==> src/rtl/apb_master_bridge.sv <==
// Single-outstanding APB initiator: valid/ready request -> SETUP/ACCESS transfer -> valid/ready response.
// Define APB_MASTER_TIMEOUT_EN to abort ACCESS after TIMEOUT_CYCLES wait states with an error response.
module apb_master_bridge #(
  parameter int APB_ADDR_WIDTH = 12,
  parameter int TIMEOUT_CYCLES = 256
) (
  input  logic                      HCLK,
  input  logic                      HRESETn,
  input  logic                      req_valid_i,
  output logic                      req_ready_o,
  input  logic [APB_ADDR_WIDTH-1:0] req_addr_i,
  input  logic                      req_we_i,
  input  logic [31:0]               req_wdata_i,
  output logic                      rsp_valid_o,
  input  logic                      rsp_ready_i,
  output logic [31:0]               rsp_rdata_o,
  output logic                      rsp_err_o,
  output logic [APB_ADDR_WIDTH-1:0] PADDR,
  output logic [31:0]               PWDATA,
  output logic                      PWRITE,
  output logic                      PSEL,
  output logic                      PENABLE,
  input  logic [31:0]               PRDATA,
  input  logic                      PREADY,
  input  logic                      PSLVERR
);

  typedef enum logic [1:0] {IDLE, SETUP, ACCESS, RESP} state_t;

  state_t state_reg;

  // The wait counter is 16 bits wide, so the timeout must fit in it.
  if (TIMEOUT_CYCLES < 1 || TIMEOUT_CYCLES > 65536) begin : g_bad_timeout
    $error("apb_master_bridge: TIMEOUT_CYCLES must be in 1..65536");
  end

`ifdef APB_MASTER_TIMEOUT_EN
  localparam logic [15:0] TIMEOUT_LAST = 16'(TIMEOUT_CYCLES - 1);
  logic [15:0] wait_cnt_reg;
`endif

  always_ff @(posedge HCLK or negedge HRESETn) begin
    if (!HRESETn) begin
      state_reg   <= IDLE;
      req_ready_o <= 1'b1;
      rsp_valid_o <= 1'b0;
      rsp_rdata_o <= '0;
      rsp_err_o   <= 1'b0;
      PADDR       <= '0;
      PWDATA      <= '0;
      PWRITE      <= 1'b0;
      PSEL        <= 1'b0;
      PENABLE     <= 1'b0;
`ifdef APB_MASTER_TIMEOUT_EN
      wait_cnt_reg <= '0;
`endif
    end else begin
      case (state_reg)
        IDLE: begin
          if (req_valid_i) begin
            PADDR       <= req_addr_i;
            PWRITE      <= req_we_i;
            PWDATA      <= req_wdata_i;
            PSEL        <= 1'b1;
            req_ready_o <= 1'b0;
            state_reg   <= SETUP;
          end
        end
        SETUP: begin
          PENABLE   <= 1'b1;
          state_reg <= ACCESS;
`ifdef APB_MASTER_TIMEOUT_EN
          wait_cnt_reg <= '0;
`endif
        end
        ACCESS: begin
          // PRDATA/PSLVERR are only meaningful on the completing cycle.
          if (PREADY) begin
            rsp_rdata_o <= PWRITE ? 32'd0 : PRDATA;
            rsp_err_o   <= PSLVERR;
            rsp_valid_o <= 1'b1;
            PSEL        <= 1'b0;
            PENABLE     <= 1'b0;
            state_reg   <= RESP;
          end
`ifdef APB_MASTER_TIMEOUT_EN
          else if (wait_cnt_reg == TIMEOUT_LAST) begin
            rsp_rdata_o <= '0;
            rsp_err_o   <= 1'b1;
            rsp_valid_o <= 1'b1;
            PSEL        <= 1'b0;
            PENABLE     <= 1'b0;
            state_reg   <= RESP;
          end else begin
            wait_cnt_reg <= wait_cnt_reg + 16'd1;
          end
`endif
        end
        RESP: begin
          if (rsp_ready_i) begin
            rsp_valid_o <= 1'b0;
            req_ready_o <= 1'b1;
            state_reg   <= IDLE;
          end
        end
        default: state_reg <= IDLE;
      endcase
    end
  end

endmodule

==> config.mk <==
export PLATFORM = sky130hd
export DESIGN_NAME = apb_master_bridge
export DESIGN_NICKNAME = d
export VERILOG_FILES = /design/src/rtl/apb_master_bridge.sv
export SDC_FILE = /design/constraint.sdc
export NUM_CORES = 1
export LEC_CHECK = 0
export BUFFER_PORTS_ARGS = -buffer_cell sky130_fd_sc_hd__buf_2
export CAP_MARGIN = 20
export CORE_MARGIN = 4
export CORE_UTILIZATION = 34
export DETAILED_ROUTE_END_ITERATION = 16
export PLACE_DENSITY = 0.63
export SLEW_MARGIN = 10
export SYNTH_ARGS = -nofsm -noshare
export SYNTH_HDL_FRONTEND = slang
export SYNTH_SLANG_ARGS = --single-unit
==> constraint.sdc <==
create_clock -name HCLK -period 2.5 [get_ports HCLK]
set_clock_uncertainty 0.05 [all_clocks]
set_input_delay 0 -clock HCLK [delete_from_list [all_inputs] [get_ports HCLK]]
set_output_delay 0 -clock HCLK [all_outputs]
set_load 0.005 [all_outputs]
==> results of run 1 <==
## how the worst min path moves through the flow
stage	to	slack, ps
2_1_floorplan	PADDR[0]$_DFFE_PN0P_	-350
3_3_place_gp	PADDR[1]$_DFFE_PN0P_	-40
3_5_place_dp	PADDR[1]$_DFFE_PN0P_	-30
4_1_cts	PWDATA[28]$_DFFE_PN0P_	110
5_1_grt	PWDATA[25]$_DFFE_PN0P_	140
6_report	PWDATA[25]$_DFFE_PN0P_	110
## logic make-up (layout without fill, tap and decap cells)
group,after synthesis,in the layout,share of synthesized area
simple gates,83,83,0.120
flops,84,84,0.579
mux,49,49,0.192
compound gates,40,40,0.0582
buf+inv,16,272,0.0265
fa+ha+maj,7,7,0.0241
## final cells by class
cell class | instances | area [sq um]
timing repair buffer | 254 | 1730
clock inverter | 7 | 76.3
fill | 884 | 4720
sequential | 84 | 2100
multi-input combinational | 179 | 1430
tap | 136 | 170
clock buffer | 9 | 124
inverter | 2 | 7.51
## power groups by stage
stage               Combinational, mW  Sequential, mW  Clock (mW)
global route                     2.81            2.56        1.07
floorplan                        1.42            2.46           0
global placement                 2.38            2.46           0
CTS                              2.57            2.47        1.02
finish                           2.54            2.46       0.978
detailed placement               2.44            2.48           0
## worst max-delay path, stage by stage (launching register included)
cell and delay (ps):
dfrtp_1 430, inv_1 160, ha_1 330, nand2b_1 140, a21o_1 190, o211a_1 120
dlygate4sd3_1 550
## cells in the final DEF (no fill, tap or decap), types with 2 or more instances in the layout
cell and n:
buf_2 163, dlygate4sd3_1 84, dfrtp_1 83, mux2_4 39, nand2b_1 37, nand2_1 33
o21ai_0 33, clkbuf_8 9, mux2_2 7, ha_1 7, buf_4 5, a21oi_1 3
inv_1 2, nor2_1 2, mux2i_1 2, nor3_1 2, clkinvlp_4 2, clkinv_4 2
buf_12 2
## per-layer routing
metal  wire [um]  track usage  vias to the layer above
li1            -            -                     1440
met1        4120        0.190                     1365
met2        4840        0.277                       86
met3         510       0.0451                       11
met4         111       0.0446                        0
met5           0            0                        -
## per-stage QoR
step / hold slack, ps / cells / setup WS [ps]
2_1_floorplan: -346 / 279 / 962
3_3_place_gp: -43.9 / 571 / 677
3_5_place_dp: -32.1 / 571 / 607
4_1_cts: 114 / 671 / 427
5_1_grt: 140 / 671 / 304
6_report: 113 / 671 / 413
## repair_timing
action / CTS / global route
endpoints found under the hold margin: 120 / 0
resized for setup: 0 / 0
hold buffers: 84 / 0
==> flow_summary.yaml, run 1 <==
status:
  status: "completed"
routing:
  dr_total_vias: 2902
  wire_per_inst_um: 14.3
  route.detailed.drc: 0
  drt.antenna.violating_nets: 0
  dr.pass1.iters: 4
  dr.first_iter.drc_count: 115
  detail_route.vias_per_cell: 4.32
  wirelength_um: 9580
worst_setup_path:
  timing.critical_path.from: "state_reg[0]$_DFFE_PN0P_"
  req_time_crit_path_ps: 2680
  reg2reg_depth: 6
  critical_path.reg2reg.endpoint: "rsp_valid_o$_DFFE_PN0P_"
  cp_data_arrival_time_ps: 2270
  worstPathMaxFanout: 7
  crit_path_start_kind: "register"
  setup.worst_path.end: "rsp_valid_o$_DFFE_PN0P_"
  r2r-start: "state_reg[0]$_DFFE_PN0P_"
  setup.reg_to_reg.worst_slack_ps: 410
  path_class: "reg2reg"
  end_kind: "register"
timing:
  timing_max_transition_violations_final: 0
  report.final.setup_viol: 0
  unrepaired_setup_endpoints_after_global_routing: "false"
  final_min_period_over_clock_period: 0.835
  slew_headroom: 0.461
  peak_clock_frequency_supported_by_timing_ghz: 0.479
  setup-tns-final_ps: 0
  final_count_of_hold_timing_violations: 0
  tightest_slew_ps: 808
  finalWorstPathRequiredPeriod_ps: 2090
yosys:
  synth_enable_flop_cells: 0
  post-synth-top-count-cell: "dfrtp_1"
  yosys_register_bits: 84
  synthesis.nets: 369
  post_synth_num_cell_types: 29
  cell_types_occupying_the_most_area_after_synthesis: "dfrtp_1 57%, mux2_4 16%, nand2b_1 6.4%"
  async_reset_ff_frac: 1.00
  yosys_warning_total: 0
  yosys.area.top_type_share: 0.572
  postSynthAreaPerCell_sq_um: 13.0
  synth_ff_type: "dfrtp_1"
  ys_seq_area_frac: 0.579
  synthesis.instances: 279
  synth.largest_area_cell: "dfrtp_1"
  synth_common_cells: "83 x dfrtp_1, 39 x mux2_4, 37 x nand2b_1"
  netlist_area_sq_um: 3630
floorplanning:
  chipHeight_um: 111
  die_width_um: 111
  io-pin-count: 165
  dieArea_sq_um: 12400
  floorplan.rows: 37
  effective_utilization_at_floorplan: 0.350
  core_area_sq_um: 10400
global_route:
  grt_max_degree: 64
  via_count_of_the_first_global_routing_pass: 3151
  first_pass_grt_wire_length_um: 16000
  track_usage: 0.158
  initial_antenna_violation_count: 0
  globalRoute.totalOverflow: 0
place:
  port_buffers: 164
  gp_congestion: 0.808
  dp_hpwl_um: 6410
  placement.cell_area_sq_um: 4610
cells_and_area:
  postLayoutCoreUtil: 0.545
  design_area_sq_um: 5650
  layout-drive-gt1-share: 0.441
  layout.nets: 620
  antennaDiodeCount: 0
  area_growth_pct: 55.6
  layout_top_registers: "PWDATA (32), rsp_rdata_o (32), PADDR (12)"
power:
  leakagePower_nw: 2.89
  power.share.switching: 0.328
  clockPowerShare: 0.164
  finalPower_mw: 5.97
  total_switching_power_mw: 1.96
  ir_worst_vdd_mv: 0.594
  register_share_of_total_power: 0.412
  pwr_density_cell_nw_per_um2: 1060
  power_report.internal_total_mw: 4.01
  share_comb_of_total_power: 0.425
clocking:
  tritoncts: "done"
  postCtsSetupBuffers: 0
  cts_root_buffer: "clkbuf_8"
  cts_max_level: 3
  cts.sink_count: 84
  path_clk_slew_ps: 90
  worstSkewPairLatency_ps: 350
  cts_buffers: 9
  cts-root-to-sink-buffers: 2
worst_hold_path:
  hold_crit_class: "in2async"
run:
  max_cap_viol_count: 0
Note: power is estimated with default switching activity, not from simulation.
==> run 2: changes to the inputs <==
- PLACE_DENSITY: 0.63 -> 0.65
- clock period: 2.5 -> 1.9 ns (I/O delays scaled with it)
==> flow_summary.yaml, run 2 (synthesis results as in run 1) <==
status:
  status: "completed"
routing:
  drt.antenna.violating_nets: 0
  wire_per_inst_um: 14.7
  dr.pass1.iters: 4
  dr.first_iter.drc_count: 139
  detail_route.vias_per_cell: 4.39
  dr_total_vias: 2943
  wirelength_um: 9860
  route.detailed.drc: 0
worst_setup_path:
  slowest_stage: "dfrtp_1"
  setup.reg_to_reg.worst_slack_ps: 160
  critical-path-top-delay-family: "flip-flops"
  worstPathMaxFanout: 14
  worstPathCellList: "inv_1 -> ha_2 -> nand2_4 -> buf_4 -> mux2_4"
  end_kind: "register"
  path_class: "reg2reg"
  critPathMaxStageDelay_ps: 420
  crit_path_start_kind: "register"
  req_time_crit_path_ps: 2080
  cp_data_arrival_time_ps: 1920
  cp_num_buf_inv: 2
floorplanning:
  chipHeight_um: 111
  floorplan.rows: 37
  io-pin-count: 165
  core_area_sq_um: 10400
  dieArea_sq_um: 12400
  die_width_um: 111
  effective_utilization_at_floorplan: 0.350
cells_and_area:
  layout.cells.non_filler: 670
  layout.nets: 620
  design_area_sq_um: 5700
  area_growth_pct: 56.9
  most-common-layout-cells: "163 x buf_2, 83 x dfrtp_1, 82 x dlygate4sd3_1"
  sequential_cell_area_sq_um: 2100
  postLayoutCoreUtil: 0.549
  layout_top_registers: "PWDATA (32), rsp_rdata_o (32), PADDR (12)"
  antennaDiodeCount: 0
  layout-drive-gt1-share: 0.446
  layout_commonest_cell: "buf_2"
  multi_input_comb_area_sq_um: 1440
  num-fill-cells: 880
timing:
  finalWorstPathRequiredPeriod_ps: 1740
  slew_headroom: 0.717
  tightest_slew_ps: 424
  peak_clock_frequency_supported_by_timing_ghz: 0.575
  final_min_period_over_clock_period: 0.915
  unrepaired_setup_endpoints_after_global_routing: "false"
  timing_max_transition_violations_final: 0
  final_count_of_hold_timing_violations: 0
  report.final.setup_viol: 0
  setup-tns-final_ps: 0
global_route:
  track_usage: 0.161
  grt_max_degree: 63
  via_count_of_the_first_global_routing_pass: 3183
  first_pass_grt_wire_length_um: 16100
  globalRoute.totalOverflow: 0
  initial_antenna_violation_count: 0
clocking:
  cts_max_level: 3
  tritoncts: "done"
  cts_buffers: 9
  postCtsSetupBuffers: 0
  cts.sink_count: 84
  path_clk_slew_ps: 80
  cts-root-to-sink-buffers: 2
  cts_root_buffer: "clkbuf_8"
  worstSkewPairLatency_ps: 340
place:
  dp_hpwl_um: 6380
  dpl.cell_count: 573
  port_buffers: 164
  placement.cell_area_sq_um: 4640
  gp_congestion: 0.825
power:
  power_report.internal_total_mw: 5.58
  finalPower_mw: 8.13
  share_comb_of_total_power: 0.423
  leakagePower_nw: 2.92
  ir_worst_vdd_mv: 0.637
  total_switching_power_mw: 2.55
  register_share_of_total_power: 0.389
  clockPowerShare: 0.188
  power.share.switching: 0.314
  pwr_density_cell_nw_per_um2: 1430
worst_hold_path:
  hold_crit_class: "in2async"
run:
  max_cap_viol_count: 0
## run 2: cell types whose count changed in the layout (fill, tap and decap cells not counted), sizes merged
cell         delta
buf             +2
bufinv          +2
clkbuf          +1
clkinv          -1
clkinvlp        -2
dlygate4sd3     -2
inv             -1
## run 2: final timing paths
kind,from,endpoint,depth (start not counted)
max reg2reg,state_reg[0]$_DFFE_PN0P_,PADDR[4]$_DFFE_PN0P_,5
min reg2reg,rsp_rdata_o[2]$_DFFE_PN0P_,rsp_rdata_o[2]$_DFFE_PN0P_,2
max,state_reg[0]$_DFFE_PN0P_,PADDR[4]$_DFFE_PN0P_,5
min in group HCLK,req_wdata_i[7],PWDATA[7]$_DFFE_PN0P_,3
min,HRESETn,rsp_rdata_o[19]$_DFFE_PN0P_,2
max in group asynchronous,HRESETn,PWRITE$_DFFE_PN0P_,3
## run 2: metal layers
metal | global-route usage | share of wire | up-vias
met5 | 0 | 0 | -
li1 | - | - | 1440
met3 | 0.0408 | 0.051 | 20
met4 | 0.0657 | 0.023 | 0
met2 | 0.279 | 0.51 | 96
met1 | 0.191 | 0.41 | 1387
## run 2: area by class of cell
class / instances / share of cell area
inverter: 2 / 0.00132
clock buffer: 10 / 0.0242
sequential: 84 / 0.369
timing repair buffer: 254 / 0.306
clock inverter: 5 / 0.0176
multi-input combinational: 179 / 0.252
tap: 136 / 0.0299
## run 2: repair_timing
action | CTS | global route
resized for setup | 0 | 1
endpoints found under the setup margin | 0 | 27
hold buffers | 82 | 0
hold endpoints to repair | 166 | 0
## run 2: per-stage QoR
| stage | setup WS [ps] | hold slack (ps) |
|---|---|---|
| floorplan | 362 | -346 |
| global route | 60.4 | 96.1 |
| finish | 162 | 89.2 |
| global placement | 172 | -82.0 |
| detailed placement | 105 | -82.7 |
| CTS | 79.8 | 85.1 |
## run 2: power by group through the flow
stage / combinational [mW] / sequential, mW / clock, mW
detailed placement: 3.33 / 3.19 / 0
global placement: 3.24 / 3.16 / 0
floorplan: 1.87 / 3.23 / 0
CTS: 3.47 / 3.16 / 1.57
global route: 3.77 / 3.28 / 1.65
finish: 3.44 / 3.16 / 1.53
==> run 3: changes to the inputs <==
- CELL_PAD_IN_SITES_DETAIL_PLACEMENT: unset -> 0
- CELL_PAD_IN_SITES_GLOBAL_PLACEMENT: unset -> 1
- CORE_UTILIZATION: 34 -> 32
- PLACE_DENSITY: 0.65 -> 0.77
==> flow_summary.yaml, run 3 (synthesis results as in run 1) <==
cells_and_area:
  postLayoutCoreUtil: 0.525
  layout_top_registers: "PWDATA (32), rsp_rdata_o (32), PADDR (12)"
  area_growth_pct: 58.9
  layout.nets: 617
  antennaDiodeCount: 0
  layout-drive-gt1-share: 0.445
  most-common-layout-cells: "163 x buf_2, 83 x dfrtp_1, 81 x dlygate4sd3_1"
  layout.cells.non_filler: 672
  layout_commonest_cell: "buf_2"
  num-fill-cells: 915
routing:
  wirelength_um: 9710
  dr.pass1.iters: 4
  drt.antenna.violating_nets: 0
  dr_total_vias: 2947
  wire_per_inst_um: 14.4
  route.detailed.drc: 0
  dr.first_iter.drc_count: 152
  detail_route.vias_per_cell: 4.39
timing:
  slew_headroom: 0.457
  timing_max_transition_violations_final: 0
  timing.final.ws_setup_ps: 157
  tightest_slew_ps: 814
  finalWorstPathRequiredPeriod_ps: 1740
  peak_clock_frequency_supported_by_timing_ghz: 0.574
  final_min_period_over_clock_period: 0.918
  unrepaired_setup_endpoints_after_global_routing: "false"
  final_count_of_hold_timing_violations: 0
  report.final.setup_viol: 0
  setup-tns-final_ps: 0
global_route:
  grt_max_degree: 65
  via_count_of_the_first_global_routing_pass: 3101
  first_pass_grt_wire_length_um: 15600
  initial_antenna_violation_count: 0
  track_usage: 0.150
  globalRoute.totalOverflow: 0
power:
  leakagePower_nw: 2.95
  pwr_density_cell_nw_per_um2: 1460
  finalPower_mw: 8.45
  ir_worst_vdd_mv: 0.788
clocking:
  cts_root_buffer: "clkbuf_16"
  worstSkewPairLatency_ps: 330
  cts_buffers: 9
  path_clk_slew_ps: 60
  cts-root-to-sink-buffers: 2
  tritoncts: "done"
  cts.sink_count: 84
  cts_max_level: 3
  postCtsSetupBuffers: 0
worst_setup_path:
  crit_path_start_kind: "register"
  worstPathMaxFanout: 11
  path_class: "reg2reg"
  end_kind: "register"
  req_time_crit_path_ps: 2070
  cp_data_arrival_time_ps: 1910
floorplanning:
  dieArea_sq_um: 13100
  effective_utilization_at_floorplan: 0.331
  chipHeight_um: 115
  floorplan.rows: 38
  die_width_um: 115
  io-pin-count: 165
  core_area_sq_um: 11000
place:
  port_buffers: 164
  dpl.cell_count: 575
  gp_congestion: 0.794
  dp_hpwl_um: 6400
  preCtsSetupSlack_ps: 91.9
worst_hold_path:
  hold_crit_class: "in2reg"
status:
  status: "completed"
run:
  max_cap_viol_count: 0
[run 3: cell count changes in the layout (fill, tap and decap cells not counted)]
cell           before  now
buf_4               6    3
clkinv_4            0    1
clkbuf_8           10    0
clkbuf_16           0    9
clkinv_2            2    3
dlygate4sd3_1      82   81
bufinv_16           3    2
clkinvlp_4          0    1
buf_12              3    4
[run 3: cell type report]
class                      instances  area [sq um]  area share
tap                              140           175      0.0304
sequential                        84          2100       0.365
inverter                           2          7.51     0.00130
timing repair buffer             251          1730       0.300
multi-input combinational        179          1440       0.249
clock inverter                     7          91.3      0.0158
clock buffer                       9           225      0.0390
[run 3: path summary, 6_finish.rpt]
check / from / end / slack (ps) / depth (start not counted)
max in group asynchronous: HRESETn / req_ready_o$_DFFE_PN1P_ / 980 / 3
worst max-delay path: state_reg[0]$_DFFE_PN0P_ / PWDATA[10]$_DFFE_PN0P_ / 160 / 5
worst min-delay path: rsp_ready_i / req_ready_o$_DFFE_PN1P_ / 30 / 4
min in group asynchronous: HRESETn / PWDATA[9]$_DFFE_PN0P_ / 130 / 2
worst min register to register: rsp_rdata_o[25]$_DFFE_PN0P_ / rsp_rdata_o[25]$_DFFE_PN0P_ / 420 / 2
worst max register to register: state_reg[0]$_DFFE_PN0P_ / PWDATA[10]$_DFFE_PN0P_ / 160 / 5
[run 3: per-layer routing]
metal  routed length [um]  global-route usage  up-vias  part of all wire
met3                  712              0.0375       10             0.073
met1                 4080               0.189     1391              0.42
li1                     -                   -     1434                 -
met2                 4770               0.248      112              0.49
met4                  142              0.0586        0             0.015
met5                    0                   0        -                 0
[run 3: metrics by stage]
step           hold WS [ps]  instance area, sq um
2_1_floorplan          -346                  3630
3_3_place_gp          -46.7                  4640
3_5_place_dp          -38.6                  4640
4_1_cts                25.4                  5770
5_1_grt                51.7                  5770
6_report               33.0                  5770
[run 3: repair_timing]
| item | CTS | global route |
|---|---|---|
| endpoints found under the hold margin | 118 | 0 |
| hold buffers | 81 | 0 |
| setup endpoints to repair | 0 | 16 |
| resized for setup | 0 | 1 |
[run 3: critical path: stages, from the launching register on]
cell and delay (ps):
dfrtp_1 420, inv_1 170, ha_2 270, nand2_4 160
buf_4 240, mux2_4 310
[run 3: where the power goes]
group / switching [mW] / internal, mW / total, mW
registers: 0.572 / 2.68 / 3.25
logic: 1.35 / 2.00 / 3.35
clock network: 0.702 / 1.15 / 1.85
total: 2.62 / 5.82 / 8.45
